[config.mk]
export PLATFORM = sky130hd
export DESIGN_NAME = dense_layer_flat
export DESIGN_NICKNAME = d
export VERILOG_FILES = /design/src/rtl/dense_layer_pkg.sv /design/src/rtl/dense_layer_if.sv /design/src/rtl/dense_layer_mac.sv /design/src/rtl/dense_layer.sv /design/src/flat_wrapper.sv
export SDC_FILE = /design/constraint.sdc
export NUM_CORES = 1
export LEC_CHECK = 0
export BUFFER_PORTS_ARGS = -buffer_cell sky130_fd_sc_hd__buf_2
export CORE_ASPECT_RATIO = 2
export CORE_MARGIN = 5
export CORE_UTILIZATION = 31
export CTS_CLUSTER_SIZE = 20
export DETAILED_ROUTE_END_ITERATION = 6
export PLACE_DENSITY_LB_ADDON = 0.3
export SLEW_MARGIN = 25
export SYNTH_ARGS = -nofsm -noshare
export SYNTH_HDL_FRONTEND = slang
export SYNTH_SLANG_ARGS = --single-unit
[constraint.sdc]
create_clock -name clk -period 15.1 [get_ports clk]
set_input_delay 2.265 -clock clk [delete_from_list [all_inputs] [get_ports clk]]
set_output_delay 2.265 -clock clk [all_outputs]
set_load 0.02 [all_outputs]
[src/rtl/dense_layer_pkg.sv]
// Shared types and helpers for the dense classifier stage.
package dense_layer_pkg;

  typedef enum logic [1:0] {LOAD, COMPUTE, OUTPUT} dense_state_t;

  function automatic int unsigned clog2(input int unsigned n);
    int unsigned r;
    int unsigned v;
    r = 0;
    v = 1;
    while (v < n) begin
      v = v << 1;
      r++;
    end
    return r;
  endfunction

  // Clamp a signed value into [0, 2^width-1].
  function automatic logic [31:0] sat_relu(input logic signed [63:0] acc,
                                           input int unsigned width);
    logic signed [63:0] max_v;
    max_v = (64'sd1 <<< width) - 64'sd1;
    if (acc < 0) return '0;
    if (acc > max_v) return max_v[31:0];
    return acc[31:0];
  endfunction

endpackage

[src/rtl/dense_layer_if.sv]
// Feature input stream, weight ROM port and score output stream of the dense stage.
interface dense_layer_if #(
  parameter int unsigned DATA_WIDTH   = 12,
  parameter int unsigned WEIGHT_WIDTH = 8,
  parameter int unsigned ADDR_WIDTH   = 5
);
  logic                           dense_ready_in;
  logic                           dense_valid_in;
  logic        [DATA_WIDTH-1:0]   dense_data_in;
  logic                           wt_rd_en;
  logic        [ADDR_WIDTH-1:0]   wt_addr;
  logic signed [WEIGHT_WIDTH-1:0] wt_data;
  logic                           dense_ready_out;
  logic                           dense_valid_out;
  logic        [DATA_WIDTH-1:0]   dense_data_out;
  logic                           dense_last_out;

  modport slave (
    output dense_ready_in,
    input  dense_valid_in,
    input  dense_data_in,
    output wt_rd_en,
    output wt_addr,
    input  wt_data,
    input  dense_ready_out,
    output dense_valid_out,
    output dense_data_out,
    output dense_last_out
  );

  modport master (
    input  dense_ready_in,
    output dense_valid_in,
    output dense_data_in,
    input  wt_rd_en,
    input  wt_addr,
    output wt_data,
    output dense_ready_out,
    input  dense_valid_out,
    input  dense_data_out,
    input  dense_last_out
  );
endinterface

[src/rtl/dense_layer_mac.sv]
// Registered signed MAC: unsigned feature times signed weight, with clear-on-first-term.
module dense_mac #(
  parameter int unsigned DATA_WIDTH   = 12,
  parameter int unsigned WEIGHT_WIDTH = 8,
  parameter int unsigned ACC_WIDTH    = 24
) (
  input  logic                           clk,
  input  logic                           rst,
  input  logic                           clr_i,
  input  logic                           en_i,
  input  logic        [DATA_WIDTH-1:0]   x_i,
  input  logic signed [WEIGHT_WIDTH-1:0] w_i,
  output logic signed [ACC_WIDTH-1:0]    sum_o
);
  localparam int unsigned ProdW = DATA_WIDTH + WEIGHT_WIDTH + 1;

  logic signed [ProdW-1:0]     x_ext, w_ext, prod;
  logic signed [ACC_WIDTH-1:0] acc_q, base;

  assign x_ext = ProdW'($signed({1'b0, x_i}));
  assign w_ext = ProdW'(w_i);
  assign prod  = x_ext * w_ext;
  assign base  = clr_i ? '0 : acc_q;
  // Sum is exposed combinationally so the final term can be captured in the same edge.
  assign sum_o = base + ACC_WIDTH'(prod);

  always_ff @(posedge clk) begin
    if (!rst) begin
      acc_q <= '0;
    end else if (en_i) begin
      acc_q <= sum_o;
    end
  end
endmodule

[src/rtl/dense_layer.sv]
// Dense layer: buffers NUM_INPUTS features, then computes each neuron with one shared MAC.
module dense_layer
  import dense_layer_pkg::*;
#(
  parameter int unsigned DATA_WIDTH   = 12,
  parameter int unsigned WEIGHT_WIDTH = 8,
  parameter int unsigned NUM_INPUTS   = 8,
  parameter int unsigned NUM_OUTPUTS  = 4,
  parameter int unsigned FRAC_BITS    = 4
) (
  input  logic         clk,
  input  logic         rst,
  dense_layer_if.slave bus_io
);
  localparam int unsigned AccW  = DATA_WIDTH + WEIGHT_WIDTH + 1 + clog2(NUM_INPUTS);
  localparam int unsigned AddrW = (clog2(NUM_INPUTS * NUM_OUTPUTS) > 0) ?
                                  clog2(NUM_INPUTS * NUM_OUTPUTS) : 1;
  localparam int unsigned IdxW  = (clog2(NUM_INPUTS) > 0) ? clog2(NUM_INPUTS) : 1;
  localparam int unsigned NeuW  = (clog2(NUM_OUTPUTS) > 0) ? clog2(NUM_OUTPUTS) : 1;
  localparam int unsigned CntW  = clog2(NUM_INPUTS + 1);

  dense_state_t          state_q, state_d;
  logic [IdxW-1:0]       in_cnt_q, in_cnt_d;
  logic [CntW-1:0]       iss_q, iss_d;
  logic [NeuW-1:0]       neu_q, neu_d;
  logic [DATA_WIDTH-1:0] data_q, data_d;
  logic [IdxW-1:0]       rd_idx_q;
  logic                  rd_vld_q;
  logic                  rdy_q;
  logic [DATA_WIDTH-1:0] feat_q [NUM_INPUTS];

  logic                  in_hs, out_hs, issue, last_ret;
  logic signed [AccW-1:0] sum, shifted;
  logic [DATA_WIDTH-1:0] clipped;

  assign in_hs    = rdy_q & bus_io.dense_valid_in;
  assign out_hs   = (state_q == OUTPUT) & bus_io.dense_ready_out;
  assign issue    = (state_q == COMPUTE) && (iss_q < CntW'(NUM_INPUTS));
  assign last_ret = rd_vld_q && (rd_idx_q == IdxW'(NUM_INPUTS - 1));

  dense_mac #(
    .DATA_WIDTH  (DATA_WIDTH),
    .WEIGHT_WIDTH(WEIGHT_WIDTH),
    .ACC_WIDTH   (AccW)
  ) u_mac (
    .clk  (clk),
    .rst  (rst),
    .clr_i(rd_idx_q == '0),
    .en_i (rd_vld_q),
    .x_i  (feat_q[rd_idx_q]),
    .w_i  (bus_io.wt_data),
    .sum_o(sum)
  );

  assign shifted = sum >>> FRAC_BITS;
  assign clipped = DATA_WIDTH'(sat_relu(64'(shifted), DATA_WIDTH));

  always_comb begin
    state_d  = state_q;
    in_cnt_d = in_cnt_q;
    iss_d    = iss_q;
    neu_d    = neu_q;
    data_d   = data_q;
    unique case (state_q)
      LOAD: begin
        if (in_hs) begin
          if (in_cnt_q == IdxW'(NUM_INPUTS - 1)) begin
            in_cnt_d = '0;
            neu_d    = '0;
            iss_d    = '0;
            state_d  = COMPUTE;
          end else begin
            in_cnt_d = in_cnt_q + IdxW'(1);
          end
        end
      end
      COMPUTE: begin
        if (issue) iss_d = iss_q + CntW'(1);
        if (last_ret) begin
          data_d  = clipped;
          iss_d   = '0;
          state_d = OUTPUT;
        end
      end
      OUTPUT: begin
        if (out_hs) begin
          if (neu_q == NeuW'(NUM_OUTPUTS - 1)) begin
            neu_d   = '0;
            state_d = LOAD;
          end else begin
            neu_d   = neu_q + NeuW'(1);
            state_d = COMPUTE;
          end
        end
      end
      default: state_d = LOAD;
    endcase
  end

  always_ff @(posedge clk) begin
    if (!rst) begin
      state_q  <= LOAD;
      in_cnt_q <= '0;
      iss_q    <= '0;
      neu_q    <= '0;
      data_q   <= '0;
      rd_vld_q <= 1'b0;
      rd_idx_q <= '0;
      rdy_q    <= 1'b0;
    end else begin
      state_q  <= state_d;
      in_cnt_q <= in_cnt_d;
      iss_q    <= iss_d;
      neu_q    <= neu_d;
      data_q   <= data_d;
      // ROM answers one cycle after the read, so tag the returning word with its feature index.
      rd_vld_q <= issue;
      rd_idx_q <= IdxW'(iss_q);
      rdy_q    <= (state_d == LOAD);
    end
  end

  always_ff @(posedge clk) begin
    if (in_hs) feat_q[in_cnt_q] <= bus_io.dense_data_in;
  end

  assign bus_io.dense_ready_in  = rdy_q;
  assign bus_io.wt_rd_en        = issue;
  assign bus_io.wt_addr         = AddrW'(int'(neu_q) * int'(NUM_INPUTS) + int'(iss_q));
  assign bus_io.dense_valid_out = (state_q == OUTPUT);
  assign bus_io.dense_data_out  = data_q;
  assign bus_io.dense_last_out  = (state_q == OUTPUT) && (neu_q == NeuW'(NUM_OUTPUTS - 1));
endmodule
[src/flat_wrapper.sv]
// flat-port wrapper written by rule: the top's interface ports become plain ports
module dense_layer_flat import dense_layer_pkg::*;
#(
  parameter int unsigned DATA_WIDTH   = 12,
  parameter int unsigned WEIGHT_WIDTH = 8,
  parameter int unsigned NUM_INPUTS   = 8,
  parameter int unsigned NUM_OUTPUTS  = 4,
  parameter int unsigned FRAC_BITS    = 4
)
  (clk, rst, bus_io_dense_ready_in, bus_io_dense_valid_in, bus_io_dense_data_in, bus_io_wt_rd_en, bus_io_wt_addr, bus_io_wt_data, bus_io_dense_ready_out, bus_io_dense_valid_out, bus_io_dense_data_out, bus_io_dense_last_out);
  dense_layer_if #(.DATA_WIDTH(DATA_WIDTH), .WEIGHT_WIDTH(WEIGHT_WIDTH)) bus_io_i ();
  input  logic clk;
  input  logic rst;
  output wire logic [$bits(bus_io_i.dense_ready_in)-1:0] bus_io_dense_ready_in;
  input wire logic [$bits(bus_io_i.dense_valid_in)-1:0] bus_io_dense_valid_in;
  input wire logic [$bits(bus_io_i.dense_data_in)-1:0] bus_io_dense_data_in;
  output wire logic [$bits(bus_io_i.wt_rd_en)-1:0] bus_io_wt_rd_en;
  output wire logic [$bits(bus_io_i.wt_addr)-1:0] bus_io_wt_addr;
  input wire logic [$bits(bus_io_i.wt_data)-1:0] bus_io_wt_data;
  input wire logic [$bits(bus_io_i.dense_ready_out)-1:0] bus_io_dense_ready_out;
  output wire logic [$bits(bus_io_i.dense_valid_out)-1:0] bus_io_dense_valid_out;
  output wire logic [$bits(bus_io_i.dense_data_out)-1:0] bus_io_dense_data_out;
  output wire logic [$bits(bus_io_i.dense_last_out)-1:0] bus_io_dense_last_out;
  assign bus_io_dense_ready_in = bus_io_i.dense_ready_in;
  assign bus_io_i.dense_valid_in = bus_io_dense_valid_in;
  assign bus_io_i.dense_data_in = bus_io_dense_data_in;
  assign bus_io_wt_rd_en = bus_io_i.wt_rd_en;
  assign bus_io_wt_addr = bus_io_i.wt_addr;
  assign bus_io_i.wt_data = bus_io_wt_data;
  assign bus_io_i.dense_ready_out = bus_io_dense_ready_out;
  assign bus_io_dense_valid_out = bus_io_i.dense_valid_out;
  assign bus_io_dense_data_out = bus_io_i.dense_data_out;
  assign bus_io_dense_last_out = bus_io_i.dense_last_out;
  dense_layer #(.DATA_WIDTH(DATA_WIDTH), .WEIGHT_WIDTH(WEIGHT_WIDTH), .NUM_INPUTS(NUM_INPUTS), .NUM_OUTPUTS(NUM_OUTPUTS), .FRAC_BITS(FRAC_BITS)) u_core (.clk(clk), .rst(rst), .bus_io(bus_io_i));
endmodule
==> impl_metrics.yaml <==
pwr:
  power_density_mw_per_mm2: 133
  power_mw: 1.49
  power_leakage_nw: 4.51
  vdd_drop_max_v: 0.000120
logic_synthesis:
  synth_nets: 994
  synth_edf_count: 96
  synth_top_area_share_pct: 29.1
  yosys-top-cells-area: "edfxtp_1, fa_1, dfxtp_1"
  syn_avg_cell_area_um2: 12.1
  syn-instance-count: 817
  ys_dominant_reg_cell: "edfxtp_1"
  yosysMostFrequentCell: "edfxtp_1"
  yosysSeqAreaShare_pct: 39.7
  ys_top_cells_by_count: "edfxtp_1, fa_1, ha_1"
  yosysWarnings: 0
  ys_ff_latch: 148
  synth_top_area_cell: "edfxtp_1"
  synthArstFlopShare_pct: 0
  syn_area_mm2: 0.00989
  synth_cell_types: 54
critical_path:
  required_ns: 15.42
  cpPeakStageDelay_ns: 0.94
  start_kind: "flip-flop"
  arrival_ns: 8.01
  r2r_slack_ns: 7.41
  crit_slowest_cell: "dfxtp_2"
  crit_type: "flip-flop to flip-flop"
  cpMostUsedCell: "fa_1"
  cp_cell_sequence: "mux4_2 > mux2i_1 > and2_1 > fa_1 > fa_1 > inv_1 > fa_1 > inv_1 > fa_1 > ha_1 > ha_1 > nand2_1 > a211o_1 > nor2_1 > a21oi_2 > xnor2_1 > or4_1 > o41a_1 > a221o_1"
  endpoint_kind: "flip-flop"
  crit_path_max_fanout: 26
timing:
  fin_skew_ns: 0.0129
  relSlewSlack_pct: 30.4
  slew_viol_final: 0
  setup_viol: 0
  worst-slew-pin-transition_ns: 1.04
  finalHoldViolCount: 0
  max_freq_mhz: 130
  min_period_ns: 7.69
  period_share_pct: 50.9
  tns_ns: 0
  hold-worst-slack_ns: 0.478
  rsz0062_at_grt: "no"
layout:
  diodes: 0
  drive_above_1_share_pct: 14.5
  design_area_mm2: 0.0112
  syn_to_final_growth_pct: 13.1
  instances_no_fill: 1289
  finalNetCount: 1030
  fill_cells: 3191
route:
  route.detailed.drc: 0
  routed_wl_um: 24100
  vias: 6149
  drt_iter0_markers: 163
  drtPass1Iterations: 4
  ant_nets: 0
  avgRoutedWirePerCell_um: 18.7
  vias_per_cell: 4.77
placed_design:
  place.gp.congestion: 0.828
  dp_cells: 1257
  port_buffers: 44
  dp_hpwl_um: 18900
  dpl_cell_area_mm2: 0.0106
grt:
  track_usage_pct: 14.5
  grt_max_degree: 35
  grt_pass1_wl_um: 38400
  grt_overflow_total: 0
  grt_pass1_vias: 6939
  antenna_found_initial: 0
status:
  status: "finished clean"
clock_tree:
  cts_buffers: 17
  worstSkewPairLatency_ns: 0.44
  ctsHoldBuffers: 0
  cts.sinks: 148
  clockBufferDepth: 2
  post_cts_buffers: 0
  cts_tree: "built"
  h-tree-depth: 4
  cts-root-buf: "clkbuf_16"
  path_clk_slew_ns: 0.06
  ctsResizeCount: 0
floorplan:
  rows: 92
  io_pins: 45
  core_area_mm2: 0.0315
  floorplan.die_area_mm2: 0.0358
  fp.dieW_um: 136
  start_util_pct: 31.4
  die_height_um: 263
job:
  max-cap-violations: 0
min_path:
  hp-class: "flip-flop to flip-flop"
placed cells by master, fill, tap and decap left out, types with 3 or more instances in the layout:
cell type	n
buf_4	11
bufinv_16	3
a211oi_1	3
xnor2_1	13
dfxtp_1	51
ha_1	73
a21o_1	9
nor2b_1	58
nand3_1	7
buf_2	44
clkbuf_16	17
nand2b_1	36
clkinv_4	6
nand3b_1	4
o21a_1	4
nor3_1	6
o22ai_1	3
mux2i_1	37
fa_1	80
nand2_1	34
nor2_2	4
a221o_1	11
edfxtp_1	96
nor2_1	53
xor2_1	9
a21oi_1	17
a211o_1	4
nand4_1	4
mux4_2	24
and2_1	26
a31oi_1	6
o21ai_0	11
inv_1	68
final timing paths:
path                                                     startpoint                                           end  depth (start not counted)
worst max-delay path                  u_core.rd_idx_q[0]$_SDFF_PN0_  u_core.bus_io.dense_data_out[0]$_SDFFE_PN0P_                         19
worst min-delay path            u_core.u_mac.acc_q[21]$_SDFFE_PN0P_           u_core.u_mac.acc_q[21]$_SDFFE_PN0P_                          2
worst max register to register        u_core.rd_idx_q[0]$_SDFF_PN0_  u_core.bus_io.dense_data_out[0]$_SDFFE_PN0P_                         19
worst min register to register  u_core.u_mac.acc_q[21]$_SDFFE_PN0P_           u_core.u_mac.acc_q[21]$_SDFFE_PN0P_                          2
worst max-delay path, delay by kind of cell, from the launching register on:
family / cells / cell delay (ns)
buf+inv: 2 / 0.10
compound gates: 4 / 1.23
mux: 2 / 1.36
xor+xnor: 1 / 0.13
simple gates: 4 / 1.06
fa+ha+maj: 6 / 2.71
flops: 1 / 0.94
power breakdown:
group / switching (mW) / total, mW / internal [mW]
registers: 0.00122 / 0.435 / 0.434
clock network: 0.173 / 0.434 / 0.261
logic: 0.395 / 0.619 / 0.224
area by class of cell:
cell class	instances	area (um^2)	area share [%]
Multi-Input combinational cell	562	5560	49.7
Clock inverter	14	178	1.59
Clock buffer	18	429	3.84
Sequential cell	148	3930	35.1
Timing Repair Buffer	55	303	2.71
Inverter	69	259	2.32
Tap cell	423	529	4.73
metrics by stage:
step                setup slack (ns)  util, %
finish                          7.41     35.5
global route                    6.91     35.5
CTS                             7.30     35.5
detailed placement              7.01     33.5
global placement                7.11     33.5
floorplan                       7.62        -
logic make-up (layout without fill, tap and decap cells):
group,Yosys count,count (layout),share of synthesized area [%]
xor gates and xnor gates,22,22,1.95
adders and majority gates,153,153,25.4
AOI/OAI and AO/OA,87,87,6.70
buffers and inverters,107,156,4.30
and+or+nand+nor,239,239,12.7
muxes,61,61,9.21
DFF,148,148,39.7
sequential cells by signal (all words and copies together), names as in the netlist:
register	count
u_core.u_mac.acc_q	24
u_core.in_cnt_q	3
u_core.iss_q	4
u_core.neu_q	2
u_core.bus_io.dense_ready_in	1
u_core.feat_q	96
u_core.state_q	2
u_core.rd_idx_q	3
u_core.rd_vld_q	1
u_core.bus_io.dense_data_out	12
per-layer routing:
| metal | vias to the layer above | track usage, % | part of all wire [%] |
|---|---|---|---|
| met5 | - | 0 | 0 |
| met4 | 0 | 7.12 | 4.2 |
| met3 | 42 | 2.16 | 1.8 |
| met2 | 75 | 30.0 | 63 |
| met1 | 3127 | 12.7 | 31 |
| li1 | 2905 | - | - |
Power figures use the tool's default switching activity.
